[src/rtl/coin_accumulator.sv]
// Coin credit accumulator for a vending front end: collects coins up to MAX_CREDIT,
// presents a selection downstream, and refunds on cancel or idle timeout.
module coin_accumulator #(
  parameter logic [15:0] MAX_CREDIT  = 16'd5000,
  parameter int unsigned TIMEOUT_CYC = 1000
) (
  input  logic        I_CLK,
  input  logic        I_RESET_N,
  input  logic        I_COIN_VALID,
  input  logic [1:0]  I_COIN_TYPE,
  input  logic        I_SEL_VALID,
  input  logic [3:0]  I_SEL,
  input  logic        I_CANCEL,
  input  logic        I_READY,
  output logic        O_VALID,
  output logic [3:0]  O_SEL,
  output logic [15:0] O_CHANGE,
  output logic        O_COIN_REJECT,
  output logic        O_REFUND,
  output logic [15:0] O_REFUND_AMT,
  output logic        O_BUSY
);

  typedef enum logic [1:0] {
    S_IDLE,
    S_ACCUM,
    S_PRESENT,
    S_REFUND
  } state_t;

  localparam logic [15:0] TIMER_LAST = 16'(TIMEOUT_CYC - 1);

  state_t      state;
  logic [15:0] timer;

  logic [15:0] coin_value;
  logic [16:0] credit_sum;
  logic        coin_open;
  logic        coin_accept;
  logic        coin_reject;
  logic [15:0] credit_next;
  logic        sel_ok;
  logic        timed_out;

  always_comb begin
    coin_value = '0;
    case (I_COIN_TYPE)
      2'b00:   coin_value = 16'd5;
      2'b01:   coin_value = 16'd10;
      2'b10:   coin_value = 16'd25;
      default: coin_value = 16'd100;
    endcase
  end

  // O_CHANGE is the credit register; the sum is one bit wider so the limit compare never wraps
  always_comb begin
    credit_sum  = {1'b0, O_CHANGE} + {1'b0, coin_value};
    coin_open   = (state == S_IDLE) || (state == S_ACCUM);
    coin_accept = I_COIN_VALID && coin_open && (credit_sum <= {1'b0, MAX_CREDIT});
    coin_reject = I_COIN_VALID && !coin_accept;
    credit_next = coin_accept ? credit_sum[15:0] : O_CHANGE;
    sel_ok      = I_SEL_VALID && (I_SEL != 4'd0);
    timed_out   = (timer == TIMER_LAST) && !coin_accept;
  end

  always_ff @(posedge I_CLK or negedge I_RESET_N) begin
    if (!I_RESET_N) begin
      state         <= S_IDLE;
      timer         <= '0;
      O_VALID       <= 1'b0;
      O_SEL         <= '0;
      O_CHANGE      <= '0;
      O_COIN_REJECT <= 1'b0;
      O_REFUND      <= 1'b0;
      O_REFUND_AMT  <= '0;
      O_BUSY        <= 1'b0;
    end else begin
      O_COIN_REJECT <= coin_reject;
      O_REFUND      <= 1'b0;
      O_REFUND_AMT  <= '0;
      case (state)
        S_IDLE: begin
          timer <= '0;
          if (coin_accept) begin
            O_CHANGE <= credit_next;
            O_BUSY   <= 1'b1;
            state    <= S_ACCUM;
          end
        end
        S_ACCUM: begin
          O_CHANGE <= credit_next;
          // cancel beats selection; selection beats timeout; a same-cycle coin is already in credit_next
          if (I_CANCEL || (!sel_ok && timed_out)) begin
            O_REFUND     <= 1'b1;
            O_REFUND_AMT <= credit_next;
            timer        <= '0;
            state        <= S_REFUND;
          end else if (sel_ok) begin
            O_VALID <= 1'b1;
            O_SEL   <= I_SEL;
            timer   <= '0;
            state   <= S_PRESENT;
          end else if (coin_accept) begin
            timer <= '0;
          end else begin
            timer <= timer + 16'd1;
          end
        end
        S_PRESENT: begin
          if (I_READY) begin
            O_VALID  <= 1'b0;
            O_SEL    <= '0;
            O_CHANGE <= '0;
            O_BUSY   <= 1'b0;
            state    <= S_IDLE;
          end
        end
        default: begin
          O_CHANGE <= '0;
          O_BUSY   <= 1'b0;
          state    <= S_IDLE;
        end
      endcase
    end
  end

endmodule

[config.mk]
export PLATFORM = sky130hd
export DESIGN_NAME = coin_accumulator
export DESIGN_NICKNAME = d
export VERILOG_FILES = /design/src/rtl/coin_accumulator.sv
export SDC_FILE = /design/constraint.sdc
export NUM_CORES = 1
export LEC_CHECK = 0
export CAP_MARGIN = 40
export CORE_AREA = 2 2 73 92
export CTS_CLUSTER_DIAMETER = 50
export DETAILED_ROUTE_END_ITERATION = 10
export DIE_AREA = 0 0 75 94
export HOLD_SLACK_MARGIN = 0.05
export PLACE_DENSITY = 0.84
export SETUP_SLACK_MARGIN = 0.1
export SLEW_MARGIN = 20
export SYNTH_ARGS = -nofsm -noshare
export SYNTH_HDL_FRONTEND = slang
export SYNTH_SLANG_ARGS = --single-unit
[constraint.sdc]
create_clock -name I_CLK -period 8.54 [get_ports I_CLK]
set_clock_uncertainty 0.2 [all_clocks]
set_input_delay 1.708 -clock I_CLK [delete_from_list [all_inputs] [get_ports I_CLK]]
set_output_delay 1.708 -clock I_CLK [all_outputs]
set_load 0.005 [all_outputs]
==> impl_metrics.yaml, run 1 <==
global_routing:
  use_met3_pct: 6.22
  grt_overflow: 0
  antenna_found_initial: 0
  top_usage_layer: "met2"
  grt_use_total_pct: 26.2
  grt_pass1_wl_um: 14300
  grt_util_met1_pct: 32.9
  grtUsageMet2_pct: 43.9
  grt_pass1_vias: 3035
  grt_max_degree: 59
floorplanning:
  core_um2: 6130
  die_area_um2: 7050
  start_util_pct: 57.9
  die_w_um: 75
  dieHeight_um: 94
  placementRows: 32
  pin_count: 52
clocking:
  worstSkewPairLatency_ns: 0.34
  cts_buffer_depth: 2
  cts_resized: 0
  numCtsBuffers: 9
  cts_hold_buf: 0
  root_buffer: "clkbuf_8"
  clk_pin_slew_worst_paths_ns: 0.07
  htreeDepth: 3
  cts.sinks: 58
  cts_tree: "built"
  cts_setup_buffers: 0
sta:
  rsz0062_at_grt: "false"
  setup_tns_ns: 0
  tightest_slew_ns: 0.786
  maxSlewHeadroom_pct: 47.2
  fin_crit_sh_pct: 67.1
  fmax_mhz: 175
  setup_violations: 0
  final_max_slew_viol_count: 0
  finalHoldViolCount: 0
  fin_crit_ns: 5.73
power_and_ir_drop:
  power_density_nw_per_um2: 248
  p_seq_share_pct: 35.8
  combPwrFrac_pct: 41.3
  sw_frac_of_total_pct: 37.9
  max-vdd-ir-drop_mv: 0.187
  power.switching_mw: 0.405
  cellInternalPower_mw: 0.663
  p_leak_nw: 1.71
  power_mw: 1.07
  clkPwrFrac_pct: 23.0
synth:
  yosys-top-cells-area: "dfrtp_1, nand2_1, ha_1"
  yosys.area.top_type: "dfrtp_1"
  syn_nets: 408
  async_flop_share_pct: 100
  synth_common_cells: "dfrtp_1, nand2_1, nand3_1"
  netlist_area_um2: 3550
  ys_ff_latch: 58
  synth_ff_type: "dfrtp_1"
  synth_cells: 385
  avgSynthCellArea_um2: 9.22
  ys_warn_count: 0
  synth_edf_count: 0
  synthDistinctLibCells: 68
  synth-seq-area-share_pct: 40.9
  yosysMostFrequentCell: "dfrtp_1"
  synth_top_area_share_pct: 40.9
route:
  vias: 3189
  wl_per_cell_um: 16.2
  drc: 0
  routed_wl_um: 8470
  drt_iter0_markers: 315
  drt-vias-per-instance: 6.11
  drtAntennaViolNets: 0
  drt_pre_antenna_iters: 5
layout:
  syn_to_final_growth_pct: 21.3
  drive_gt1_share_pct: 9.84
  antenna_cells: 0
  design_area_um2: 4300
  final_nets: 455
setup_path:
  worst-path-max-fanout: 14
  crit_required_ns: 8.58
  path_depth: 14
  cp_top_family: "compound AO/OA/AOI/OAI gates"
  crit_arrival_ns: 5.76
  crit_type: "in -> reg"
  cp-start-kind: "input port"
  path_buf_inv: 3
  critPathSlowestCell: "o21a_1"
  reg2reg_setup_slack_ns: 4.52
  slowest_delay_ns: 0.60
  crit_chain: "clkdlybuf4s50_1 > inv_1 > ha_1 > inv_1 > ha_1 > o21ai_0 > a21oi_1 > o21ai_2 > a211oi_1 > or4b_1 > a21oi_2 > o21a_1 > o21bai_1 > a22o_1"
  end_kind: "flip-flop"
  rr_worst_depth: 10
job:
  cap_viol_max_count: 0
placement:
  place.port_buffers: 51
  dpl_cell_area_um2: 4080
  gp_congestion: 0.949
  place_hpwl_um: 5880
worst_hold_path:
  hold_class: "reg -> reg"
  min_path_cells: 1
run_status:
  status: "finished, final reports clean"
==> logic make-up (layout without fill, tap and decap cells) <==
| family | count (synthesis) | in the layout | share of synthesized area, % |
|---|---|---|---|
| fa+ha+maj | 11 | 11 | 4.09 |
| mux | 6 | 6 | 1.73 |
| xor+xnor | 15 | 15 | 4.09 |
| simple gates | 165 | 165 | 24.4 |
| flops | 58 | 58 | 40.9 |
| buf+inv | 37 | 89 | 5.01 |
| compound gates | 93 | 93 | 19.8 |
==> layout make-up <==
type | count | area (um2)
clock buffers | 9 | 124
clock inverters | 7 | 68.8
fillers | 469 | 1820
inverters | 17 | 63.8
multi-input cells | 290 | 1920
flip-flops and latches | 58 | 1450
well taps | 85 | 106
repair buffers | 56 | 571
==> flip-flops by register name, summed over array words and instances, names as in the netlist <==
register	count
O_SEL	4
timer	16
state	2
O_REFUND	1
O_CHANGE	16
O_VALID	1
O_REFUND_AMT	16
O_BUSY	1
O_COIN_REJECT	1
==> cell usage in the layout, fill, tap and decap left out, drive strengths merged, types with 5 or more instances in the layout <==
cell type	instances
or4	7
o211ai	14
a22o	5
nor3	14
a21oi	10
nand2b	5
o21ai	24
ha	10
nand4	8
and2	8
nand2	47
nor2	22
inv	18
nand3	23
a221o	5
buf	6
dfrtp	58
mux2i	5
clkbuf	9
clkdlybuf4s50	50
nor4	6
xnor2	12
or2	8
nor3b	5
==> power groups by stage <==
stage	registers (mW)	logic, mW	clock network (mW)
2_1_floorplan	0.362	0.291	0
3_3_place_gp	0.392	0.400	0
3_5_place_dp	0.386	0.428	0
4_1_cts	0.381	0.430	0.251
5_1_grt	0.389	0.488	0.262
6_report	0.382	0.441	0.245
==> metal layers <==
metal | wire length, um | vias up
met2 | 4530 | 114
met4 | 89 | 0
met1 | 3450 | 1550
li1 | - | 1511
met3 | 400 | 14
met5 | 0 | -
==> worst reg2reg max path, stage by stage, from the launching register on <==
cell and delay, ns:
dfrtp_1 0.42, ha_1 0.20, inv_1 0.05, fa_1 0.40, xnor2_1 0.22, or3b_2 0.48, a2111o_1 0.46, a41oi_4 0.34
o21a_1 0.56, o21bai_1 0.32, a22o_1 0.26
==> path summary, 6_finish.rpt <==
kind | startpoint | endpoint
hold / removal | O_VALID$_DFFE_PN0P_ | O_VALID$_DFFE_PN0P_
setup reg to reg | O_CHANGE[0]$_DFFE_PN0P_ | O_CHANGE[3]$_DFFE_PN0P_
hold reg to reg | O_VALID$_DFFE_PN0P_ | O_VALID$_DFFE_PN0P_
setup / recovery | I_COIN_TYPE[0] | O_CHANGE[3]$_DFFE_PN0P_
min in group asynchronous | I_RESET_N | O_REFUND_AMT[6]$_DFF_PN0_
max in group asynchronous | I_RESET_N | O_SEL[0]$_DFFE_PN0P_
==> through the flow <==
step / utilization, % / worst slack, ns / hold WS, ns / cells
finish: 70.3 / 2.81 / 0.274 / 522
CTS: 69.8 / 2.56 / 0.280 / 521
global placement: 66.4 / 2.43 / 0.265 / 504
global route: 70.3 / 2.58 / 0.305 / 522
detailed placement: 66.7 / 2.20 / 0.265 / 505
floorplan: - / 3.62 / 0.274 / 385
No activity file was read; power rests on OpenSTA's default activity.
==> run 2: changes to the inputs <==
--- a/config.mk
+++ b/config.mk
@@ -6,12 +6,12 @@
 export NUM_CORES = 1
 export LEC_CHECK = 0
 export CAP_MARGIN = 40
-export CORE_AREA = 2 2 73 92
+export CORE_AREA = 2 2 80 101
 export CTS_CLUSTER_DIAMETER = 50
 export DETAILED_ROUTE_END_ITERATION = 10
-export DIE_AREA = 0 0 75 94
+export DIE_AREA = 0 0 82 103
 export HOLD_SLACK_MARGIN = 0.05
-export PLACE_DENSITY = 0.84
+export PLACE_DENSITY = 0.74
 export SETUP_SLACK_MARGIN = 0.1
 export SLEW_MARGIN = 20
 export SYNTH_ARGS = -nofsm -noshare
==> constraint.sdc (replaced) <==
create_clock -name I_CLK -period 4.95 [get_ports I_CLK]
set_clock_uncertainty 0.2 [all_clocks]
set_input_delay 0.99 -clock I_CLK [delete_from_list [all_inputs] [get_ports I_CLK]]
set_output_delay 0.99 -clock I_CLK [all_outputs]
set_load 0.005 [all_outputs]
==> run 2 against run 1 <==
Compared with the run above: clock power grew 86%; power increased by 78%; via count grew 0.25%; global-route usage decreased by 4.4 points; wire length is 4.1% higher; combinational power is 83% higher; final cell count up 5.0%; sequential share of layout area down 0.92 points; largest cell class unchanged; largest power group unchanged; highest routed layer unchanged.
==> impl_metrics.yaml, run 2 (same netlist as run 1, synthesis figures left out) <==
sta:
  fmax_mhz: 216
  maxSlewHeadroom_pct: 47.7
  tightest_slew_ns: 0.779
  rsz0062_at_grt: "false"
  finalHoldViolCount: 0
  setup_violations: 0
  setup_tns_ns: 0
  fin_crit_ns: 4.63
  fin_crit_sh_pct: 93.6
  final_max_slew_viol_count: 0
layout:
  layout_commonest_cell: "dfrtp_1"
  final_nets: 471
  drive_gt1_share_pct: 13.0
  syn_to_final_growth_pct: 24.7
  antenna_cells: 0
  reg.largest.list: "O_CHANGE: 16 flops, O_REFUND_AMT: 16 flops, timer: 16 flops"
  fillers: 667
  final_cell_mix: "dfrtp_1, clkdlybuf4s50_1, nand2_1"
setup_path:
  crit_type: "in -> reg"
  critPathCapture: "O_REFUND_AMT[11]$_DFF_PN0_"
  cp-startpoint: "I_COIN_TYPE[0]"
  r2r-end: "O_REFUND_AMT[11]$_DFF_PN0_"
  crit_arrival_ns: 4.69
  timing.rr.start: "O_CHANGE[0]$_DFFE_PN0P_"
  reg2reg_setup_slack_ns: 1.26
  rr_worst_depth: 13
  end_kind: "flip-flop"
  worst-path-max-fanout: 16
  crit_required_ns: 5.01
  cp-start-kind: "input port"
floorplanning:
  core_um2: 7570
  dieHeight_um: 103
  pin_count: 52
  die_area_um2: 8450
  start_util_pct: 46.9
  die_w_um: 82
  placementRows: 36
worst_hold_path:
  min_from: "O_VALID$_DFFE_PN0P_"
  hold_class: "reg -> reg"
clocking:
  cts_buffer_depth: 2
  numCtsBuffers: 9
  cts_tree: "built"
  htreeDepth: 3
  worstSkewPairLatency_ns: 0.34
  cts.sinks: 58
  root_buffer: "clkbuf_8"
  cts_hold_buf: 0
  cts_setup_buffers: 0
  clk_pin_slew_worst_paths_ns: 0.07
  cts_resized: 0
global_routing:
  grtUsageMet2_pct: 37.9
  grt_overflow: 0
  grt_max_degree: 59
  grt_pass1_wl_um: 14000
  use_met3_pct: 4.12
  grt_util_met1_pct: 26.2
  grt_pass1_vias: 2962
  grt_use_total_pct: 21.8
  top_usage_layer: "met2"
  antenna_found_initial: 0
job:
  cap_viol_max_count: 0
route:
  wl_per_cell_um: 16.1
  vias: 3197
  drt_iter0_markers: 172
  drc: 0
  drtAntennaViolNets: 0
  drt-vias-per-instance: 5.83
  drt_pre_antenna_iters: 4
  routed_wl_um: 8810
run_status:
  status: "finished, final reports clean"
power_and_ir_drop:
  max-vdd-ir-drop_mv: 0.239
  power_density_nw_per_um2: 430
  power_mw: 1.90
  p_leak_nw: 1.78
placement:
  place.port_buffers: 51
  gp_congestion: 0.823
  place_hpwl_um: 6340
==> run 2: changes by cell type in the layout (fill, tap and decap cells not counted) <==
cell      change
buf_4        +18
clkbuf_8      +2
clkinv_2      -2
a21oi_1       -1
a21oi_2       +1
buf_16        -1
buf_8         -1
clkbuf_1      +1
inv_6         -1
==> run 2: how the worst min path moves through the flow <==
stage                                     end  slack, ns  cells past startpoint
after global placement    O_VALID$_DFFE_PN0P_       0.26                      1
final                     O_VALID$_DFFE_PN0P_       0.28                      1
after CTS                 O_VALID$_DFFE_PN0P_       0.28                      1
after floorplan           O_VALID$_DFFE_PN0P_       0.27                      1
after detailed placement  O_VALID$_DFFE_PN0P_       0.27                      1
after global routing      O_VALID$_DFFE_PN0P_       0.30                      1
==> run 2: metal layers <==
layer	vias up	part of all wire (%)	wire, um
met5	-	0	0
met1	1573	41	3590
met2	79	54	4760
met4	0	1.4	121
li1	1534	-	-
met3	11	3.9	343
==> run 2: where the power goes <==
part	switching [mW]	leakage [nW]	internal, mW
sequential	0.0834	0.786	0.554
clock	0.197	0.0986	0.259
combinational	0.428	0.896	0.380
total	0.709	1.78	1.19
==> run 2: worst max-delay path, cell delays in order <==
cell	delay, ns
clkdlybuf4s50_1	0.50
inv_1	0.07
ha_1	0.30
inv_1	0.04
ha_1	0.33
a21oi_1	0.17
nor2b_1	0.06
a311o_2	0.36
xnor3_1	0.18
a2111o_1	0.43
a41oi_4	0.29
o21ai_4	0.10
buf_4	0.21
or4_1	0.53
o211ai_1	0.11
==> run 2: metrics by stage <==
step / hold WS (ns) / util [%] / cell area (um2) / cells / setup slack [ns]
after global routing: 0.296 / 58.5 / 4430 / 548 / 0.101
after floorplan: 0.274 / - / 3550 / 385 / 0.743
after CTS: 0.283 / 58.4 / 4420 / 548 / 0.324
after global placement: 0.261 / 55.6 / 4210 / 531 / 0.0656
after detailed placement: 0.267 / 55.7 / 4220 / 532 / -0.0290
final: 0.280 / 58.5 / 4430 / 548 / 0.319
==> run 2: area by class of cell <==
class	count	area, um2	share of cell area [%]
clock buffers	12	155	3.51
clock inverters	4	50.0	1.13
inverters	17	63.8	1.44
multi-input cells	290	1920	43.5
flip-flops and latches	58	1450	32.8
well taps	95	119	2.69
repair buffers	72	663	15.0
==> run 3: changes to the inputs <==
--- a/config.mk
+++ b/config.mk
@@ -10,6 +10,7 @@
 export CTS_CLUSTER_DIAMETER = 50
 export DETAILED_ROUTE_END_ITERATION = 10
 export DIE_AREA = 0 0 82 103
+export GPL_TIMING_DRIVEN = 0
 export HOLD_SLACK_MARGIN = 0.05
 export PLACE_DENSITY = 0.74
 export SETUP_SLACK_MARGIN = 0.1
==> run 3 against run 2 <==
Compared with the run above: via count up 3.1%; critical path depth unchanged; wire length up 6.4%; final area up 0.17%; utilization up 0.099 points; sequential share of layout area down 0.056 points; die area unchanged; power down 1.9%; hold slack better by 0.012 ns; maximum frequency down 1.6%; final cell count up 0.91%; largest cell class unchanged.
==> impl_metrics.yaml, run 3 (same netlist as run 1, synthesis figures left out) <==
clocking:
  worstSkewPairLatency_ns: 0.34
  cts_buffer_depth: 2
  cts_hold_buf: 0
  cts.sinks: 58
  htreeDepth: 3
  clk_pin_slew_worst_paths_ns: 0.07
  numCtsBuffers: 9
  root_buffer: "clkbuf_8"
  cts_tree: "built"
route:
  drt-vias-per-instance: 5.96
  drt_pre_antenna_iters: 5
  wl_per_cell_um: 17.0
  drc: 0
  drt_iter0_markers: 210
  vias: 3297
  routed_wl_um: 9380
  drtAntennaViolNets: 0
global_routing:
  grt_use_total_pct: 23.4
  grt_pass1_vias: 3124
  antenna_found_initial: 0
  grt_max_degree: 36
  grt_pass1_wl_um: 15000
  grt_overflow: 0
sta:
  fin_crit_sh_pct: 95.1
  setup_tns_ns: 0
  fmax_mhz: 213
  final_max_slew_viol_count: 0
  tightest_slew_ns: 0.812
  finalHoldViolCount: 0
  fin_crit_ns: 4.71
  maxSlewHeadroom_pct: 45.5
  setup_violations: 0
  rsz0062_at_grt: "false"
floorplanning:
  dieHeight_um: 103
  die_w_um: 82
  placementRows: 36
  core_um2: 7570
  pin_count: 52
  die_area_um2: 8450
  start_util_pct: 46.9
setup_path:
  timing.rr.start: "O_CHANGE[0]$_DFFE_PN0P_"
  end_kind: "flip-flop"
  crit_required_ns: 4.99
  worst-path-max-fanout: 5
  cp_top_family: "compound AO/OA/AOI/OAI gates"
  critPathSlowestCell: "clkdlybuf4s50_1"
  slowest_delay_ns: 0.54
  cp-startpoint: "I_COIN_TYPE[0]"
  cp-start-kind: "input port"
  crit_type: "in -> reg"
  crit_arrival_ns: 4.75
  crit_chain: "clkdlybuf4s50_1 > inv_1 > ha_1 > inv_1 > ha_1 > a21oi_1 > nor2b_1 > a311o_2 > xnor3_1 > a2111o_1 > a41oi_4 > o21ai_4 > buf_4 > or4_1 > o211ai_1"
  path_buf_inv: 4
layout:
  seqCellArea_um2: 1450
  multi_input_area_um2: 1940
  fin_cells: 553
  reg.largest.list: "O_CHANGE: 16 flops, O_REFUND_AMT: 16 flops, timer: 16 flops"
  final_cell_mix: "dfrtp_1, clkdlybuf4s50_1, nand2_1"
  fillers: 665
  drive_gt1_share_pct: 12.4
  fin_util_pct: 58.6
  antenna_cells: 0
  design_area_um2: 4430
  syn_to_final_growth_pct: 24.9
  layout_commonest_cell: "dfrtp_1"
  final_nets: 476
job:
  cap_viol_max_count: 0
worst_hold_path:
  hold_class: "reg -> reg"
  min_from: "O_VALID$_DFFE_PN0P_"
power_and_ir_drop:
  cellInternalPower_mw: 1.13
  power_mw: 1.86
  power.switching_mw: 0.739
  power_density_nw_per_um2: 421
  p_leak_nw: 1.77
  combPwrFrac_pct: 45.2
  clkPwrFrac_pct: 21.3
  sw_frac_of_total_pct: 39.6
  p_seq_share_pct: 33.5
  max-vdd-ir-drop_mv: 0.229
placement:
  place.port_buffers: 51
  placed_cells: 532
  dpl_cell_area_um2: 4200
  gp_congestion: 0.879
  place_hpwl_um: 6780
run_status:
  status: "finished, final reports clean"
==> run 3: cell types whose count changed in the layout (fill, tap and decap cells not counted), moves of 2 or more <==
cell | before | now
buf_2 | 1 | 4
buf_4 | 21 | 9
buf_6 | 0 | 3
clkbuf_1 | 1 | 9
clkinv_4 | 0 | 2
==> run 3: worst register-to-register path, cell delays in order (launching register included) <==
cell and delay, ns:
dfrtp_1 0.40, ha_1 0.19, inv_1 0.05, fa_1 0.38, nand2b_1 0.19, a21oi_2 0.23
o21ai_2 0.11, a21o_1 0.25, xnor2_1 0.30, a41oi_4 0.21, o21ai_4 0.28, buf_6 0.18
buf_2 0.28, a41oi_2 0.16, mux2i_1 0.21
==> run 3: metal layers <==
layer / vias to the layer above / global-route usage, % / share of wire, %
met5: - / 0 / 0
met4: 0 / 10.8 / 3.7
met3: 31 / 4.73 / 4.4
met2: 109 / 39.7 / 51
met1: 1615 / 28.3 / 41
li1: 1542 / - / -
==> run 3: layout make-up <==
class | count | area share [%]
clock buffers | 10 | 3.10
multi-input cells | 290 | 43.7
well taps | 95 | 2.68
plain buffers | 20 | 2.60
clock inverters | 6 | 0.960
repair buffers | 57 | 12.8
inverters | 17 | 1.44
flip-flops and latches | 58 | 32.7
==> run 3: what timing repair did <==
item | CTS | global route
buffers inserted | 0 | 5
endpoints found under the hold margin | 0 | 0
resized for setup | 0 | 5
setup endpoints to repair | 0 | 36
==> run 3: path summary, 6_finish.rpt <==
path	end	slack, ns	cells after the start
hold reg to reg	O_VALID$_DFFE_PN0P_	0.29	1
hold / removal	O_VALID$_DFFE_PN0P_	0.29	1
max in group asynchronous	O_BUSY$_DFFE_PN0P_	3.71	2
setup reg to reg	timer[2]$_DFFE_PN0P_	1.22	14
setup / recovery	O_REFUND_AMT[9]$_DFF_PN0_	0.24	15
min in group asynchronous	O_CHANGE[6]$_DFFE_PN0P_	0.35	1
==> run 3: power groups by stage <==
stage	clock network (mW)	registers, mW	logic (mW)
final	0.397	0.625	0.844
after global routing	0.433	0.634	0.929
after CTS	0.408	0.624	0.819
after detailed placement	0	0.633	0.817
after global placement	0	0.628	0.796
after floorplan	0	0.624	0.502
==> run 3: stage by stage <==
stage | hold slack (ns) | setup slack, ns
2_1_floorplan | 0.274 | 0.743
3_3_place_gp | 0.262 | -0.136
3_5_place_dp | 0.283 | -0.222
4_1_cts | 0.300 | 0.117
5_1_grt | 0.314 | 0.0831
6_report | 0.293 | 0.245
==> RTL change: new RTL, flow settings as in run 3 <==
Make the reset (`I_RESET_N`) synchronous in one clocked block.
--- a/src/rtl/coin_accumulator.sv
+++ b/src/rtl/coin_accumulator.sv
@@ -63,7 +63,7 @@
     timed_out   = (timer == TIMER_LAST) && !coin_accept;
   end
 
-  always_ff @(posedge I_CLK or negedge I_RESET_N) begin
+  always_ff @(posedge I_CLK) begin
     if (!I_RESET_N) begin
       state         <= S_IDLE;
       timer         <= '0;
Check against the original RTL: differs if I_RESET_N is asserted again (counterexample within 4 cycles, from zero or initial values and one cycle with I_RESET_N low); with I_RESET_N held inactive, the same outputs for 10 cycles.
==> RTL change against run 3 <==
- sequential share of layout area shrank 5.4 points
- final cell count increased by 0.36%
- non-clock buffer count is the same
- sequential cell count stayed put
- setup slack lost 0.013 ns
- routed wire length decreased by 12%
- highest routed layer unchanged
- register-to-register slack improved by 0.16 ns
- utilization down 2.5 points
- via count shrank 4.4%
- final area down 4.3%
- synthesized area is 4.7% lower
- largest cell class unchanged
Power is not compared: it rests on default switching activity, and its combinational part moved more than twofold at a synthesized area within 25%.
==> RTL change: results (changes against run 3) <==
| Metric | Value |
|---|---|
| Status | complete, no violations |
| Top_reg_cell synth | dfxtp_1 |
| Arr. time, crit path | 4.77 ns (+0.02 ns) |
| Met3 routed WL | 420 um (+2.7%) |
| Seq/Total Area, Yosys | 34.3% (-6.6 points) |
| All-layer global routing usage | 21.0% (-2.4 points) |
| Min cycle time layout | 4.72 ns (+0.0134 ns) |
| Min-Delay Path Class | reg2reg |
| R2r setup slk | 1.38 ns (+0.16 ns) |
| Min-delay src | O_SEL[2]$_SDFFE_PN0P_ |
| Hpwl dp | 6190 um (-8.7%) |
| Worst Hold Slack | 0.266 ns (-0.0270 ns) |
| Pin count of the biggest net entering global routing | 11 (-69%) |
| Sink of the worst hold path | O_SEL[2]$_SDFFE_PN0P_ |
| R2R depth | 11 (-3) |
| M3 GR Usage | 5.52% (+0.79 points) |
| Total CTS buffers | 9 (unchanged) |
| Register clock-pin slew on the reported worst setup and hold paths | 0.07 ns (about the same) |
| Reg2reg end | O_REFUND_AMT[7]$_SDFF_PN0_ |
| R2R Path Start | O_CHANGE[0]$_SDFFE_PN0P_ |
| Post-synthesis async set-or-reset flop share | 0% (-100 points) |
| Post-synthesis compound-gate area fraction | 20.7% (+0.87 points) |
| Worst setup slack after placement | -0.445 ns (-0.223 ns) |
| Leak | 1.58 nW |
| Layout cells sized above 1 | 12.8% (+0.38 points) |
| Nets | 482 (+1.3%) |
| Multiplexer share of the synthesized area | 4.81% (+3.1 points) |
| WHS Path Cells | 2 (+1) |
| Slew HR | 63.5% (+18 points) |
| First-pass GRT wire length | 13600 um (-9.6%) |
| DR vias | 3152 (-4.4%) |
| Met1 GRT Util | 23.9% (-4.3 points) |
| Post-synthesis net count | 416 (+2.0%) |
| Post-synthesis adder-cell area fraction | 5.40% (+1.3 points) |
| Fillers | 692 (+4.1%) |
| XOR/XNOR share of the synthesized area | 4.33% (+0.24 points) |
| 1st-pass router iterations | 5 (unchanged) |
| Met2 Resource Use GR | 37.0% (-2.7 points) |
| Max incr delay on CP | 0.41 ns (-0.13 ns) |
| Synth top cells by count | dfxtp_1, nand2_1, nor2_1 |
| CP max FO | 4 (-1) |
| Vias in the first global route | 2940 (-5.9%) |
| Wire per inst | 14.8 um (-13%) |
| Slowest cell on crit path | fa_1 |
==> RTL change: cell types whose count changed after synthesis, moves of 5 or more <==
cell	change
dfrtp_1	-58
dfxtp_1	+58
nand2_1	-10
o211ai_1	-10
o21ai_0	-10
mux2i_1	+9
xnor2_1	-7
a31oi_1	+6
and3_1	+6
or4_1	-6
xor2_1	+6
nor2_1	+5
==> RTL change: power by group through the flow <==
| stage | clock [mW] | combinational [mW] | sequential (mW) |
|---|---|---|---|
| after floorplan | 0 | 0.127 | 0.503 |
| after global placement | 0 | 0.191 | 0.504 |
| after detailed placement | 0 | 0.196 | 0.504 |
| after CTS | 0.386 | 0.201 | 0.494 |
| after global routing | 0.410 | 0.228 | 0.496 |
| final | 0.378 | 0.208 | 0.494 |
==> RTL change: layout make-up <==
cell class                      count  share of cell area, %
Inverter                           20                   1.77
Sequential cell                    58                   27.4
Clock buffer                       12                   3.66
Clock inverter                      3                  0.354
Buffer                             22                   3.21
Tap cell                           95                   2.80
Timing Repair Buffer               55                   12.6
Multi-Input combinational cell    290                   48.2
==> RTL change: stage by stage <==
| stage | cell area [sq um] | utilization (%) | setup TNS, ns | instances | power [mW] |
|---|---|---|---|---|---|
| floorplan | 3380 | - | 0 | 390 | 0.630 |
| finish | 4240 | 56.1 | 0 | 555 | 1.08 |
| CTS | 4230 | 55.9 | 0 | 555 | 1.08 |
| global route | 4240 | 56.1 | 0 | 555 | 1.13 |
| global placement | 4010 | 53.0 | -14.33 | 536 | 0.695 |
| detailed placement | 4020 | 53.1 | -17.08 | 537 | 0.700 |
==> RTL change: timing repair <==
item                                   4_1_cts  5_1_grt
buffers inserted                             3        0
gates resized for setup                      6        2
setup endpoints to repair                   46       22
endpoints found under the hold margin        0        0
pin swaps                                    3        0
gates cloned                                 0        0
